**src/rtl/cmp_sort_ctrl_if.sv**
```systemverilog
// cmp_sort_ctrl_if
// Valid/ready word stream used on both sides of the sort sequencer.
//   valid  - source has a word on data
//   data   - WIDTH-bit word
//   ready  - sink accepts the word this cycle
// master modport: the side that produces words; slave modport: the side that consumes them.
interface cmp_sort_ctrl_if #(
    parameter int WIDTH = 3
) ();
    logic             valid;
    logic [WIDTH-1:0] data;
    logic             ready;

    modport master (
        output valid,
        output data,
        input  ready
    );

    modport slave (
        input  valid,
        input  data,
        output ready
    );
endinterface

```
**src/rtl/cmp_sort_ctrl.sv**
```systemverilog
// cmp_sort_ctrl
// Buffers DEPTH unsigned words from a valid/ready producer, sorts them ascending
// with bubble sort (one compare-and-swap per clock, early exit on a clean pass)
// using an external magnitude comparator, then streams them to a valid/ready consumer.
//
// Ports:
//   clk, rst              clock, asynchronous active-high reset
//   in_bus  (slave)       input word stream, ready only while loading
//   out_bus (master)      sorted output stream, valid only while draining
//   cmp_a, cmp_b          comparator operands (zero outside sorting)
//   cmp_l, cmp_g, cmp_e   comparator result a<b, a>b, a==b (combinational)
//   busy                  sorting or draining
//   sort_done             one-cycle pulse when sorting finishes
//   swap_cnt              saturating count of swaps in the current batch
//   cmp_err               sticky flag: comparator result was not one-hot while sorting
//
// state | meaning
// ------+----------------------------------------------------------
// LOAD  | accepting words into mem[0..DEPTH-1]
// SORT  | comparing mem[j] with mem[j+1], swapping when a > b
// DRAIN | presenting mem[rd_idx] on out_bus until all words taken
module cmp_sort_ctrl #(
    parameter int WIDTH  = 3,
    parameter int DEPTH  = 4,
    parameter int SWAP_W = 8
) (
    input  logic                  clk,
    input  logic                  rst,
    cmp_sort_ctrl_if.slave        in_bus,
    cmp_sort_ctrl_if.master       out_bus,
    output logic [WIDTH-1:0]      cmp_a,
    output logic [WIDTH-1:0]      cmp_b,
    input  logic                  cmp_l,
    input  logic                  cmp_g,
    input  logic                  cmp_e,
    output logic                  busy,
    output logic                  sort_done,
    output logic [SWAP_W-1:0]     swap_cnt,
    output logic                  cmp_err
);

    localparam int IDX_W = (DEPTH > 2) ? $clog2(DEPTH) : 1;
    localparam logic [IDX_W-1:0] LAST_IDX  = IDX_W'(DEPTH - 1);
    localparam logic [IDX_W-1:0] LAST_PASS = IDX_W'(DEPTH - 2);
    localparam logic [IDX_W:0]   PASS_SPAN = (IDX_W + 1)'(DEPTH - 2);

    typedef enum logic [1:0] {
        LOAD  = 2'd0,
        SORT  = 2'd1,
        DRAIN = 2'd2
    } state_t;

    state_t            state;
    logic [WIDTH-1:0]  mem [DEPTH];
    logic [IDX_W-1:0]  wr_idx;
    logic [IDX_W-1:0]  rd_idx;
    logic [IDX_W-1:0]  j;
    logic [IDX_W-1:0]  pass;
    logic              swapped;

    logic              in_ready_r;
    logic              out_valid_r;
    logic              busy_r;
    logic              sort_done_r;

    logic [IDX_W-1:0]  j_nxt;
    logic              end_of_pass;
    logic              cmp_onehot;
    logic              pass_swapped;

    assign j_nxt = j + IDX_W'(1);

    // The last compare of pass k sits at j == DEPTH-2-k; summed to avoid a signed subtract.
    assign end_of_pass = (({1'b0, j} + {1'b0, pass}) == PASS_SPAN);

    // Odd parity covers exactly-one and all-three; all-three is the only odd case with l&g.
    assign cmp_onehot = (cmp_l ^ cmp_g ^ cmp_e) && !(cmp_l && cmp_g);

    // Includes a swap decided in this very cycle so the last compare of a pass counts.
    assign pass_swapped = swapped | cmp_g;

    always_ff @(posedge clk or posedge rst) begin
        if (rst) begin
            state       <= LOAD;
            for (int i = 0; i < DEPTH; i++) begin
                mem[i] <= '0;
            end
            wr_idx      <= '0;
            rd_idx      <= '0;
            j           <= '0;
            pass        <= '0;
            swapped     <= 1'b0;
            swap_cnt    <= '0;
            cmp_err     <= 1'b0;
            in_ready_r  <= 1'b1;
            out_valid_r <= 1'b0;
            busy_r      <= 1'b0;
            sort_done_r <= 1'b0;
        end else begin
            sort_done_r <= 1'b0;
            case (state)
                LOAD: begin
                    if (in_bus.valid && in_ready_r) begin
                        mem[wr_idx] <= in_bus.data;
                        if (wr_idx == LAST_IDX) begin
                            wr_idx     <= '0;
                            j          <= '0;
                            pass       <= '0;
                            swapped    <= 1'b0;
                            swap_cnt   <= '0;
                            in_ready_r <= 1'b0;
                            busy_r     <= 1'b1;
                            state      <= SORT;
                        end else begin
                            wr_idx <= wr_idx + IDX_W'(1);
                        end
                    end
                end

                SORT: begin
                    if (!cmp_onehot) begin
                        cmp_err <= 1'b1;
                    end
                    if (cmp_g) begin
                        mem[j]     <= mem[j_nxt];
                        mem[j_nxt] <= mem[j];
                        if (swap_cnt != '1) begin
                            swap_cnt <= swap_cnt + SWAP_W'(1);
                        end
                    end
                    if (!end_of_pass) begin
                        j       <= j_nxt;
                        swapped <= pass_swapped;
                    end else if (!pass_swapped || (pass == LAST_PASS)) begin
                        out_valid_r <= 1'b1;
                        sort_done_r <= 1'b1;
                        state       <= DRAIN;
                    end else begin
                        pass    <= pass + IDX_W'(1);
                        j       <= '0;
                        swapped <= 1'b0;
                    end
                end

                DRAIN: begin
                    if (out_valid_r && out_bus.ready) begin
                        if (rd_idx == LAST_IDX) begin
                            rd_idx      <= '0;
                            out_valid_r <= 1'b0;
                            busy_r      <= 1'b0;
                            in_ready_r  <= 1'b1;
                            state       <= LOAD;
                        end else begin
                            rd_idx <= rd_idx + IDX_W'(1);
                        end
                    end
                end

                default: begin
                    state       <= LOAD;
                    in_ready_r  <= 1'b1;
                    out_valid_r <= 1'b0;
                    busy_r      <= 1'b0;
                end
            endcase
        end
    end

    assign cmp_a = (state == SORT) ? mem[j]     : '0;
    assign cmp_b = (state == SORT) ? mem[j_nxt] : '0;

    assign in_bus.ready  = in_ready_r;
    assign out_bus.valid = out_valid_r;
    assign out_bus.data  = out_valid_r ? mem[rd_idx] : '0;
    assign busy          = busy_r;
    assign sort_done     = sort_done_r;

endmodule

```
**src/flat_wrapper.sv**
```systemverilog
// flat-port wrapper written by rule: the top's interface ports become plain ports
module cmp_sort_ctrl_flat 
#(
    parameter int WIDTH  = 3,
    parameter int DEPTH  = 4,
    parameter int SWAP_W = 8
)
  (clk, rst, cmp_a, cmp_b, cmp_l, cmp_g, cmp_e, busy, sort_done, swap_cnt, cmp_err, in_bus_valid, in_bus_data, in_bus_ready, out_bus_valid, out_bus_data, out_bus_ready);
  cmp_sort_ctrl_if #(.WIDTH(WIDTH)) in_bus_i ();
  cmp_sort_ctrl_if #(.WIDTH(WIDTH)) out_bus_i ();
  input  logic clk;
  input  logic rst;
  output logic [WIDTH-1:0] cmp_a;
  output logic [WIDTH-1:0] cmp_b;
  input  logic cmp_l;
  input  logic cmp_g;
  input  logic cmp_e;
  output logic busy;
  output logic sort_done;
  output logic [SWAP_W-1:0] swap_cnt;
  output logic cmp_err;
  input wire logic [$bits(in_bus_i.valid)-1:0] in_bus_valid;
  input wire logic [$bits(in_bus_i.data)-1:0] in_bus_data;
  output wire logic [$bits(in_bus_i.ready)-1:0] in_bus_ready;
  output wire logic [$bits(out_bus_i.valid)-1:0] out_bus_valid;
  output wire logic [$bits(out_bus_i.data)-1:0] out_bus_data;
  input wire logic [$bits(out_bus_i.ready)-1:0] out_bus_ready;
  assign in_bus_i.valid = in_bus_valid;
  assign in_bus_i.data = in_bus_data;
  assign in_bus_ready = in_bus_i.ready;
  assign out_bus_valid = out_bus_i.valid;
  assign out_bus_data = out_bus_i.data;
  assign out_bus_i.ready = out_bus_ready;
  cmp_sort_ctrl #(.WIDTH(WIDTH), .DEPTH(DEPTH), .SWAP_W(SWAP_W)) u_core (.clk(clk), .rst(rst), .in_bus(in_bus_i), .out_bus(out_bus_i), .cmp_a(cmp_a), .cmp_b(cmp_b), .cmp_l(cmp_l), .cmp_g(cmp_g), .cmp_e(cmp_e), .busy(busy), .sort_done(sort_done), .swap_cnt(swap_cnt), .cmp_err(cmp_err));
endmodule
```
**config.mk**
```make
export PLATFORM = sky130hd
export DESIGN_NAME = cmp_sort_ctrl_flat
export DESIGN_NICKNAME = d
export VERILOG_FILES = /design/src/rtl/cmp_sort_ctrl_if.sv /design/src/rtl/cmp_sort_ctrl.sv /design/src/flat_wrapper.sv
export SDC_FILE = /design/constraint.sdc
export NUM_CORES = 1
export LEC_CHECK = 0
export BUFFER_PORTS_ARGS = -buffer_cell sky130_fd_sc_hd__buf_2
export CORE_ASPECT_RATIO = 1.75
export CORE_MARGIN = 1
export CORE_UTILIZATION = 40
export CTS_BUF_LIST = sky130_fd_sc_hd__clkbuf_2 sky130_fd_sc_hd__clkbuf_4 sky130_fd_sc_hd__clkbuf_8
export DETAILED_ROUTE_END_ITERATION = 8
export PLACE_DENSITY = 0.56
export RECOVER_POWER = 50
export SLEW_MARGIN = 20
export SYNTH_ARGS = -nofsm -noshare
export SYNTH_HDL_FRONTEND = slang
export SYNTH_SLANG_ARGS = --single-unit
```
**constraint.sdc**
```tcl
create_clock -name clk -period 7.4 [get_ports clk]
set_clock_uncertainty 0.15 [all_clocks]
set_input_delay 0 -clock clk [delete_from_list [all_inputs] [get_ports clk]]
set_output_delay 0 -clock clk [all_outputs]
set_load 0.02 [all_outputs]
```
==> run_results.csv <==
group,metric,value,unit
timing,max_clock_freq,357,MHz
flow_run,drv_cap,1,
power_and_ir_drop,p_per_area,387,nW/um^2
worst_setup_path,slowest_delay,0.55,ns
synth,ys_ff_latch,36,
power_and_ir_drop,power_switching,486,uW
clock_network,clock_sinks,36,
timing,drv_slew,37,
detailed_routing,num_vias,1971,
synth,synth_cells,242,
min_path,min_path_type,"input port to register",
detailed_routing,wl_met3,146,microns
synth,synth-xor-area-share,0.352,%
timing,hold_violations,0,
clock_network,cts_resized,0,
synth,synth_top_area_cell,"dfrtp_1",
global_routing,grt_pass1_vias,1924,
power_and_ir_drop,pwr-share-clk,13.7,%
floorplan,num_rows,37,
place,dp_hpwl,4440,microns
timing,period_share,37.8,%
final_layout,syn_to_final_growth,14.0,%
worst_setup_path,end_kind,"register",
worst_setup_path,critical_path_class,"register to register",
timing,finalWorstPathRequiredPeriod,2.80,ns
detailed_routing,drt_iter0_drc,65,
worst_setup_path,r2r_setup_slack,4.60,ns
final_layout,nets,304,
worst_setup_path,cp_cell_sequence,"ha_1 > fa_1 > or3b_2 > o21ai_0 > a221oi_1 > o21ba_2",
min_path,holdPathEnd,"u_core.mem[0]",
final_layout,fin_cells,357,
timing,fin_hold_ws,0.00665,ns
worst_setup_path,r2r_cells,6,
power_and_ir_drop,power_frac_seq,33.6,%
detailed_routing,drtAntennaViolNets,0,
synth,muxShareOfSynthArea,14.9,%
timing,worst_pin_slew,1.96,ns
detailed_routing,drt_wl_total,5850,microns
final_layout,fill_cells,629,
synth,synth.avg_cell_area,10.3,sq um
power_and_ir_drop,power.internal,612,uW
clock_network,root_buffer,"clkbuf_8",
synth,synth-seq-area-share,36.3,%
floorplan,core_area,5930,sq um
floorplan,dieArea,6550,sq um
power_and_ir_drop,switching_share,44.2,%
detailed_routing,vias_per_cell,5.52,
synth,synth_edf_count,0,
synth,synth-simple-area-share,18.6,%
min_path,hold_path.startpoint,"in_bus_data[0]",
worst_setup_path,cp.arrival,2.88,ns
timing,finalSetupViolCount,0,
worst_setup_path,critPathTopFamily,"adder cells",
global_routing,antenna_found_initial,0,
synth,synth_area,2490,sq um
floorplan,die_x,61.6,microns
synth,synthFlopType,"dfrtp_1",
detailed_routing,drc,0,
clock_network,cts.htree.levels,2,
power_and_ir_drop,total_power,1100,uW
timing,fin_tns_setup,0,ns
worst_setup_path,r2r-start,"u_core.j[0]",
clock_network,clock_latency,0.28,ns
synth,syn-num-nets,268,
detailed_routing,wl_per_cell,16.4,microns
outcome,outcome,"complete, but fails checks",
worst_setup_path,slowest_stage,"dfrtp_1",
power_and_ir_drop,combPwrFrac,52.7,%
detailed_routing,routed.top_layer,"met4",
timing,rsz0062_at_grt,"false",
synth,synth_top_family_by_area,"simple AND/OR/NAND/NOR gates",
final_layout,insertedDiodeCount,0,
global_routing,grt_pass1_wl,9380,microns
global_routing,grt_use_total,19.6,%
clock_network,clock_path_buffers,2,
synth,async_flop_share,100,%
final_layout,final_cell_mix,"35 x dfrtp_1, 22 x o21ai_0, 20 x buf_2, 17 x nand2_1",
global_routing,grt_overflow_total,0,
synth,yosys_warnings,0,
place,placed_cells,342,
synth,synth_compound_area_share,17.2,%
place,portBuffers,31,
final_layout,final_layout_size_suffix_gt1_share,20.8,%
clock_network,path_clk_slew,0.07,ns
outcome,violations,"max-capacitance violations, max-slew violations",
place,gp_congestion,0.768,
detailed_routing,first_pass_iters,4,
final_layout,final_common_cell,"dfrtp_1",
clock_network,cts_buffers,5,
worst_setup_path,startpoint_type,"register",
floorplan,start_util,42.0,%
detailed_routing,drt-met1-wl,2370,microns
clock_network,cts_tree,"built",
power_and_ir_drop,leakage,0.00127,uW
synth,synthTopCellsByArea,"dfrtp_1 35%, ha_1 7.5%, mux2_2 5.0%, mux4_2 4.5%, o21ai_0 4.4%",
floorplan,pin_count,32,
worst_setup_path,required,7.48,ns
synth,synth_top_area_share,35.2,%
synth,ys_types,50,
worst_setup_path,cp_max_fo,11,
worst_setup_path,path_buf_inv,0,
synth,synthAdderAreaFrac,8.35,%
power_and_ir_drop,peakVddDrop,153,uV
timing,slew_headroom,-30.9,%
global_routing,grt_start_max_net_pins,37,
floorplan,die_h,106,microns
detailed_routing,wl_met2,3230,microns
min_path,worstHoldPathCells,4,
worst_setup_path,reg2reg_to,"u_core.swapped",
## how the worst max path moves through the flow
stage                            from              to  slack [ns]  depth (start not counted)
after floorplan           u_core.j[0]  u_core.swapped        4.89                          7
after global placement    u_core.j[0]  u_core.swapped        4.68                          6
after detailed placement  u_core.j[0]  u_core.swapped        4.62                          6
after CTS                 u_core.j[0]  u_core.swapped        4.58                          6
after global routing      u_core.j[0]  u_core.swapped        4.45                          6
final                     u_core.j[0]  u_core.swapped        4.60                          6
## metal layers
metal | vias up | global-route usage [%]
li1 | 970 | -
met3 | 8 | 2.92
met1 | 957 | 21.8
met2 | 36 | 35.3
met4 | 0 | 7.94
met5 | - | 0
## power groups by stage
stage | combinational [uW] | sequential, uW | clock [uW]
final | 579 | 369 | 150
after global routing | 638 | 385 | 166
after CTS | 585 | 370 | 158
after detailed placement | 576 | 374 | 0
after global placement | 575 | 370 | 0
after floorplan | 464 | 348 | 0
## cells in the mapped netlist, types with 2 or more instances
master / n
a21o_1: 2
a21oi_1: 12
a221o_1: 2
a221oi_1: 4
a22oi_1: 6
a2bb2oi_1: 4
and2_1: 8
and2_4: 2
and3_1: 2
buf_6: 3
clkbuf_1: 6
dfrtp_1: 35
ha_1: 15
inv_1: 12
mux2_2: 11
mux2i_1: 3
mux4_1: 4
mux4_2: 5
nand2_1: 17
nand2b_1: 5
nand3_1: 15
nand3b_1: 2
nor2_1: 7
nor2b_1: 3
nor3_1: 4
nor4_1: 2
o21ai_0: 22
o21ba_2: 3
o31ai_1: 4
or2_2: 2
## registers in the layout, summed over array words and instances, names as in the netlist
signal	flops
u_core.state	2
u_core.out_bus.valid	1
u_core.pass	2
u_core.mem	12
u_core.busy	1
u_core.wr_idx	2
u_core.rd_idx	2
u_core.swapped	1
u_core.in_bus.ready	1
u_core.cmp_err	1
u_core.sort_done	1
u_core.swap_cnt	8
u_core.j	2
## worst reg2reg max path, delay by kind of cell, from the launching register on
family                   cells  cell delay, ns
adder cells (fa/ha/maj)      2            0.76
flip-flops                   1            0.55
AND/OR/NAND/NOR              1            0.52
AO/OA/AOI/OAI                3            0.76
## kinds of logic after synthesis
family,after synthesis
flops,36
simple gates,79
mux,23
fa+ha+maj,16
compound gates,65
xor+xnor,1
buf+inv,22
## through the flow
step	worst slack [ns]	instance area [sq um]	utilization, %
after global placement	4.68	2690	45.3
after floorplan	4.89	2490	-
after CTS	4.58	2850	48.1
final	4.60	2840	47.8
after detailed placement	4.62	2690	45.3
after global routing	4.45	2840	47.8
## cell type report
type / count / area, sq um / area share (%)
Tap cell: 78 / 97.6 / 3.44
Multi-Input combinational cell: 184 / 1480 / 52.1
Timing Repair Buffer: 39 / 215 / 7.59
Sequential cell: 36 / 902 / 31.8
Inverter: 12 / 45.0 / 1.59
Clock buffer: 8 / 97.6 / 3.44
## what timing repair did
| action | CTS | global route |
|---|---|---|
| buffers inserted | 0 | 0 |
| hold buffers | 7 | 0 |
| endpoints found under the hold margin | 42 | 0 |
No activity file was read; power rests on OpenSTA's default activity.
